## src/rtl/spi_pkg.sv

```systemverilog
// Shared defaults and idle pin levels for the SPI mode-0 slave.
package spi_pkg;

  localparam int unsigned DATAWIDTH_DEF   = 16;
  localparam int unsigned CMDWIDTH_DEF    = 32;
  localparam int unsigned SYNC_STAGES_DEF = 3;

  localparam logic SCK_IDLE  = 1'b0;
  localparam logic SSEL_IDLE = 1'b1;
  localparam logic MOSI_IDLE = 1'b0;

endpackage

```

## src/rtl/spi_slave_if.sv

```systemverilog
// SPI pins plus the command/response side of the slave, grouped as one bundle.
interface spi_slave_if #(
  parameter int unsigned DATAWIDTH = spi_pkg::DATAWIDTH_DEF,
  parameter int unsigned CMDWIDTH  = spi_pkg::CMDWIDTH_DEF
);

  logic                 SCK;
  logic                 SSEL;
  logic                 MOSI;
  logic                 MISO;
  logic [CMDWIDTH-1:0]  DATA_OUT;
  logic                 DATA_READY;
  logic [DATAWIDTH-1:0] READ_OUT;

  modport master (
    output SCK, SSEL, MOSI, READ_OUT,
    input  MISO, DATA_OUT, DATA_READY
  );

  modport slave (
    input  SCK, SSEL, MOSI, READ_OUT,
    output MISO, DATA_OUT, DATA_READY
  );

endinterface

```

## src/rtl/spi_edge_sync.sv

```systemverilog
// N-stage synchronizer; edges are detected on the two oldest stages.
module spi_edge_sync #(
  parameter int unsigned Stages  = 3,
  parameter logic        IdleVal = 1'b0
) (
  input  logic clk,
  input  logic rst,
  input  logic i_async,
  output logic o_last,
  output logic o_prev,
  output logic o_rise,
  output logic o_fall
);

  logic [Stages-1:0] r_sync;

  always_ff @(posedge clk or posedge rst) begin
    if (rst) begin
      r_sync <= {Stages{IdleVal}};
    end else begin
      r_sync <= {r_sync[Stages-2:0], i_async};
    end
  end

  assign o_last = r_sync[Stages-1];
  assign o_prev = r_sync[Stages-2];
  assign o_rise = ~r_sync[Stages-1] & r_sync[Stages-2];
  assign o_fall = r_sync[Stages-1] & ~r_sync[Stages-2];

endmodule

```

## src/rtl/spi_slave.sv

```systemverilog
// SPI mode-0 slave, oversampled in the clk domain: receives command words on MOSI
// and repeats the READ_OUT response word on MISO.
module spi_slave
  import spi_pkg::*;
#(
  parameter int unsigned DATAWIDTH   = DATAWIDTH_DEF,
  parameter int unsigned CMDWIDTH    = CMDWIDTH_DEF,
  parameter int unsigned SYNC_STAGES = SYNC_STAGES_DEF
) (
  input  logic       clk,
  input  logic       rst,
  spi_slave_if.slave bus
);

  localparam int unsigned          RxCntW = $clog2(CMDWIDTH);
  localparam int unsigned          TxCntW = $clog2(DATAWIDTH);
  localparam logic [RxCntW-1:0]    RxLast = RxCntW'(CMDWIDTH - 1);
  localparam logic [TxCntW-1:0]    TxLast = TxCntW'(DATAWIDTH - 1);

  logic w_sck_rise, w_sck_fall;
  logic w_ssel_n, w_ssel_fall;
  logic w_mosi;
  logic w_unused_sck_last, w_unused_sck_prev, w_unused_ssel_last, w_unused_ssel_rise;
  logic w_unused_mosi_prev, w_unused_mosi_rise, w_unused_mosi_fall;

  logic [CMDWIDTH-1:0]  r_rx_shift;
  logic [RxCntW-1:0]    r_rx_cnt;
  logic                 r_done;
  logic [CMDWIDTH-1:0]  r_data_out;
  logic                 r_ready;
  logic [DATAWIDTH-1:0] r_tx_shift;
  logic [TxCntW-1:0]    r_tx_cnt;
  logic                 r_miso;

  spi_edge_sync #(.Stages(SYNC_STAGES), .IdleVal(SCK_IDLE)) u_sck_sync (
    .clk    (clk),
    .rst    (rst),
    .i_async(bus.SCK),
    .o_last (w_unused_sck_last),
    .o_prev (w_unused_sck_prev),
    .o_rise (w_sck_rise),
    .o_fall (w_sck_fall)
  );

  spi_edge_sync #(.Stages(SYNC_STAGES), .IdleVal(SSEL_IDLE)) u_ssel_sync (
    .clk    (clk),
    .rst    (rst),
    .i_async(bus.SSEL),
    .o_last (w_unused_ssel_last),
    .o_prev (w_ssel_n),
    .o_rise (w_unused_ssel_rise),
    .o_fall (w_ssel_fall)
  );

  // One stage shorter, so the sampled bit lines up with the detected SCK rise.
  spi_edge_sync #(.Stages(SYNC_STAGES - 1), .IdleVal(MOSI_IDLE)) u_mosi_sync (
    .clk    (clk),
    .rst    (rst),
    .i_async(bus.MOSI),
    .o_last (w_mosi),
    .o_prev (w_unused_mosi_prev),
    .o_rise (w_unused_mosi_rise),
    .o_fall (w_unused_mosi_fall)
  );

  always_ff @(posedge clk or posedge rst) begin
    if (rst) begin
      r_rx_shift <= '0;
      r_rx_cnt   <= '0;
      r_done     <= 1'b0;
      r_data_out <= '0;
      r_ready    <= 1'b0;
      r_tx_shift <= '0;
      r_tx_cnt   <= '0;
      r_miso     <= 1'b0;
    end else begin
      r_ready <= 1'b0;
      r_done  <= 1'b0;
      if (r_done && !w_ssel_n) begin
        r_data_out <= r_rx_shift;
        r_ready    <= 1'b1;
      end

      if (w_ssel_n) begin
        r_rx_cnt <= '0;
        r_tx_cnt <= '0;
        r_miso   <= 1'b0;
      end else if (w_ssel_fall) begin
        r_rx_cnt   <= '0;
        r_tx_cnt   <= '0;
        r_tx_shift <= bus.READ_OUT;
        r_miso     <= bus.READ_OUT[DATAWIDTH-1];
      end else begin
        if (w_sck_rise) begin
          r_rx_shift <= {r_rx_shift[CMDWIDTH-2:0], w_mosi};
          if (r_rx_cnt == RxLast) begin
            r_rx_cnt <= '0;
            r_done   <= 1'b1;
          end else begin
            r_rx_cnt <= r_rx_cnt + RxCntW'(1);
          end
        end
        // Reload on the falling edge after the last response bit was sampled.
        if (w_sck_fall) begin
          if (r_tx_cnt == TxLast) begin
            r_tx_cnt   <= '0;
            r_tx_shift <= bus.READ_OUT;
            r_miso     <= bus.READ_OUT[DATAWIDTH-1];
          end else begin
            r_tx_cnt   <= r_tx_cnt + TxCntW'(1);
            r_tx_shift <= {r_tx_shift[DATAWIDTH-2:0], 1'b0};
            r_miso     <= r_tx_shift[DATAWIDTH-2];
          end
        end
      end
    end
  end

  assign bus.DATA_OUT   = r_data_out;
  assign bus.DATA_READY = r_ready;
  assign bus.MISO       = r_miso;

endmodule

```

## src/flat_wrapper.sv

```systemverilog
// flat-port wrapper written by rule: the top's interface ports become plain ports
module spi_slave_flat import spi_pkg::*;
#(
  parameter int unsigned DATAWIDTH   = DATAWIDTH_DEF,
  parameter int unsigned CMDWIDTH    = CMDWIDTH_DEF,
  parameter int unsigned SYNC_STAGES = SYNC_STAGES_DEF
)
  (clk, rst, bus_SCK, bus_SSEL, bus_MOSI, bus_READ_OUT, bus_MISO, bus_DATA_OUT, bus_DATA_READY);
  spi_slave_if #(.DATAWIDTH(DATAWIDTH), .CMDWIDTH(CMDWIDTH)) bus_i ();
  input  logic clk;
  input  logic rst;
  input wire logic [$bits(bus_i.SCK)-1:0] bus_SCK;
  input wire logic [$bits(bus_i.SSEL)-1:0] bus_SSEL;
  input wire logic [$bits(bus_i.MOSI)-1:0] bus_MOSI;
  input wire logic [$bits(bus_i.READ_OUT)-1:0] bus_READ_OUT;
  output wire logic [$bits(bus_i.MISO)-1:0] bus_MISO;
  output wire logic [$bits(bus_i.DATA_OUT)-1:0] bus_DATA_OUT;
  output wire logic [$bits(bus_i.DATA_READY)-1:0] bus_DATA_READY;
  assign bus_i.SCK = bus_SCK;
  assign bus_i.SSEL = bus_SSEL;
  assign bus_i.MOSI = bus_MOSI;
  assign bus_i.READ_OUT = bus_READ_OUT;
  assign bus_MISO = bus_i.MISO;
  assign bus_DATA_OUT = bus_i.DATA_OUT;
  assign bus_DATA_READY = bus_i.DATA_READY;
  spi_slave #(.DATAWIDTH(DATAWIDTH), .CMDWIDTH(CMDWIDTH), .SYNC_STAGES(SYNC_STAGES)) u_core (.clk(clk), .rst(rst), .bus(bus_i));
endmodule
```

## config.mk

```make
export PLATFORM = sky130hd
export DESIGN_NAME = spi_slave_flat
export DESIGN_NICKNAME = d
export VERILOG_FILES = /design/src/rtl/spi_pkg.sv /design/src/rtl/spi_slave_if.sv /design/src/rtl/spi_edge_sync.sv /design/src/rtl/spi_slave.sv /design/src/flat_wrapper.sv
export SDC_FILE = /design/constraint.sdc
export NUM_CORES = 1
export LEC_CHECK = 0
export BUFFER_PORTS_ARGS = -buffer_cell sky130_fd_sc_hd__buf_2
export CAP_MARGIN = 20
export CORE_MARGIN = 8
export CORE_UTILIZATION = 53
export CTS_BUF_LIST = sky130_fd_sc_hd__clkbuf_4
export DETAILED_ROUTE_END_ITERATION = 12
export PLACE_DENSITY_LB_ADDON = 0.08
export SLEW_MARGIN = 5
export SYNTH_ARGS = -nofsm -noshare
export SYNTH_HDL_FRONTEND = slang
export SYNTH_SLANG_ARGS = --single-unit
```

## constraint.sdc

```tcl
create_clock -name clk -period 2.6 [get_ports clk]
set_input_delay 0.13 -clock clk [delete_from_list [all_inputs] [get_ports clk]]
set_output_delay 0.13 -clock clk [all_outputs]
set_load 0.02 [all_outputs]
```

==> results.toml <==
[outcome]
outcome = "complete, no violations"

[drt]
avgRoutedWirePerCell_um = 12.8
firstDrtPassIters = 4
vias = 2525
wl_mm = 6.61
drcViolationCount = 0
final_antenna_net_count = 0
drtIter0Drc = 70
via_per_inst = 4.88

[logic_synthesis]
synthMuxAreaShare = 0.136
yosys_warnings = 0
ys_ff_latch = 99
synth_flop_cell = "dfrtp_1"
synth-simple-area-share = 0.143
avgSynthCellArea_sq_um = 11.6
synthesis.area_sq_mm = 0.00391
synth_fa_ha_area_frac = 0.00961
syn_nets = 361
synth_xor_area_frac = 0.00224
synthArstFlopShare = 1.00
synth_edf_count = 0
synth-compound-area-share = 0.0445
synth.distinct_cells = 31
synth_top_family_by_area = "simple AND/OR/NAND/NOR gates"
synth-seq-area-share = 0.635
synth_cells = 337

[sta]
tightest_slew_ns = 1.02
finalSetupViolations = 0
rsz0062_at_grt = "false"
finalHoldViolCount = 0
report.final.slew_viol_count = 0
clock.fmax_mhz = 525
finalSetupTns_ns = 0
slew_headroom = 0.320
min_period_ns = 1.91
finalCritPeriodShare = 0.733
fin_skew_ns = 0.0137

[pwr]
p_leak_uw = 0.00251
power_density_mw_per_mm2 = 586
ir_drop_uv = 311

[worst_setup_path]
critPathKind = "reg2reg"
critPathRequiredTime_ns = 2.89
cp-end-kind = "register"
cp.arrival_ns = 2.20
cp_slowest_cell = "o21ai_2"
crit_path_max_incr_delay_ns = 0.77
cp_cell_sequence = "inv_1, o21ai_2, mux2i_1, o21ai_0"
worst-path-max-fanout = 17
rr_worst_depth = 4
startpoint_type = "register"

[place]
hpwl_mm = 4.42
routabilityCongestion = 0.747
io_buffers = 54

[flow_run]
maxCapViolCount = 0

[final_layout]
layout_commonest_cell = "nand2_1"
nFillCells = 599
syn_to_final_growth_pct = 18.6
most-common-layout-cells = "nand2_1 (118), dfrtp_1 (96), buf_2 (54)"
nets = 437
drive_gt1_frac = 0.289
final_util = 0.642
num_antenna_cells = 0

[clock_tree]
cts_buffers = 9
ctsResizeCount = 0
insertion_delay_ns = 0.43
ctsLongestPathBuffers = 2
path_clk_slew_ns = 0.13
root_buffer = "clkbuf_4"
clock-sinks = 99
cts_max_level = 3
cts_tree = "done"

[floorplan]
start_util = 0.542
ios = 55
die_y_um = 102
die_w_um = 102
fp-row-count = 31
dieArea_sq_mm = 0.0104
coreArea_sq_mm = 0.00721

[global_route]
grt_max_degree = 60
grt_pass1_wl_mm = 11.7
grt_pass1_vias = 2623
antenna_found_initial = 0
grt_usage = 0.142
gr-total-overflow = 0

[hold_path]
hold_depth = 3
hp-class = "in2reg"
-- state kept, by name, summed over array words and instances, names as in the netlist --
| signal | flops |
|---|---|
| u_core.r_rx_shift | 32 |
| u_core.u_sck_sync.r_sync | 3 |
| u_core.bus.DATA_READY | 1 |
| u_core.r_rx_cnt | 5 |
| u_core.r_done | 1 |
| u_core.bus.MISO | 1 |
| u_core.u_mosi_sync.r_sync | 2 |
| u_core.r_tx_shift | 15 |
| u_core.bus.DATA_OUT | 32 |
| u_core.u_ssel_sync.r_sync | 3 |
| u_core.r_tx_cnt | 4 |
-- path summary, 6_finish.rpt --
| kind | end | start | slack, ns |
|---|---|---|---|
| max reg2reg | u_core.bus.MISO | u_core.u_ssel_sync.r_sync[2] | 0.69 |
| max | u_core.bus.MISO | u_core.u_ssel_sync.r_sync[2] | 0.69 |
| min reg2reg | u_core.u_ssel_sync.r_sync[1] | u_core.u_ssel_sync.r_sync[0] | 0.36 |
| min in group asynchronous | u_core.r_tx_shift[8] | rst | 0.22 |
| min | u_core.r_tx_shift[12] | bus_READ_OUT[12] | 0.06 |
| max in group asynchronous | u_core.r_tx_shift[9] | rst | 1.76 |
-- cell families (layout without fill, tap and decap cells) --
family,count (synthesis),after routing
simple gates,135,135
flops,99,99
mux,49,49
compound gates,30,30
buf+inv,20,101
fa+ha+maj,3,3
xor+xnor,1,1
-- cell usage after synthesis, drive strengths merged, types with 2 or more instances --
| library cell | number | share of area |
|---|---|---|
| dfstp | 3 | 0.020 |
| buf | 12 | 0.022 |
| o21ai | 22 | 0.029 |
| nor2 | 5 | 0.0067 |
| nand2 | 118 | 0.11 |
| a21oi | 4 | 0.0051 |
| clkbuf | 4 | 0.0038 |
| mux2 | 33 | 0.095 |
| a22o | 2 | 0.0045 |
| dfrtp | 96 | 0.61 |
| or3 | 2 | 0.0032 |
| inv | 4 | 0.0038 |
| mux2i | 16 | 0.041 |
| ha | 3 | 0.0096 |
-- report_power, final --
part / leakage (uW) / switching, uW / internal, uW
combinational: 0.00109 / 102 / 87.5
sequential: 0.00134 / 49.8 / 1610
clock: 0.0000896 / 470 / 389
-- per-stage QoR --
stage | hold slack (ns) | instance area [sq um] | instances | worst slack, ns | power [uW]
6_report | 0.0633 | 4630 | 517 | 0.694 | 2710
5_1_grt | 0.0710 | 4630 | 517 | 0.504 | 2850
4_1_cts | 0.0442 | 4630 | 517 | 0.657 | 2760
3_5_place_dp | 0.128 | 4280 | 482 | 0.685 | 1870
3_3_place_gp | 0.133 | 4280 | 482 | 0.728 | 1860
2_1_floorplan | 0.134 | 3910 | 337 | 1.06 | 1810
-- final cells by class --
cell class                 instances  area (sq um)  area share
timing repair buffer              81           533       0.115
clock buffer                       9          67.6      0.0146
inverter                           4          18.8     0.00405
sequential                        99          2480       0.535
multi-input combinational        218          1320       0.284
clock inverter                     7          92.6      0.0200
tap                               99           124      0.0267
-- what timing repair did --
item / in CTS / in global routing
setup buffers: 0 / 0
endpoints found under the setup margin: 0 / 0
endpoints found under the hold margin: 37 / 0
hold buffers: 19 / 0
-- critical path: cells and delay by family, from the launching register on --
kind            cells  cell delay [ns]
compound gates      2             0.88
flops               1             0.59
mux                 1             0.26
buf+inv             1             0.05
-- metal layers --
metal / vias to the layer above / routed length (um) / part of all wire / GRT usage
met3: 11 / 338 / 0.051 / 0.0395
met2: 42 / 3100 / 0.47 / 0.237
met1: 1216 / 3080 / 0.47 / 0.172
li1: 1256 / - / - / -
met4: 0 / 91 / 0.014 / 0.0508
met5: - / 0 / 0 / 0
(Power assumes the default switching activity.)
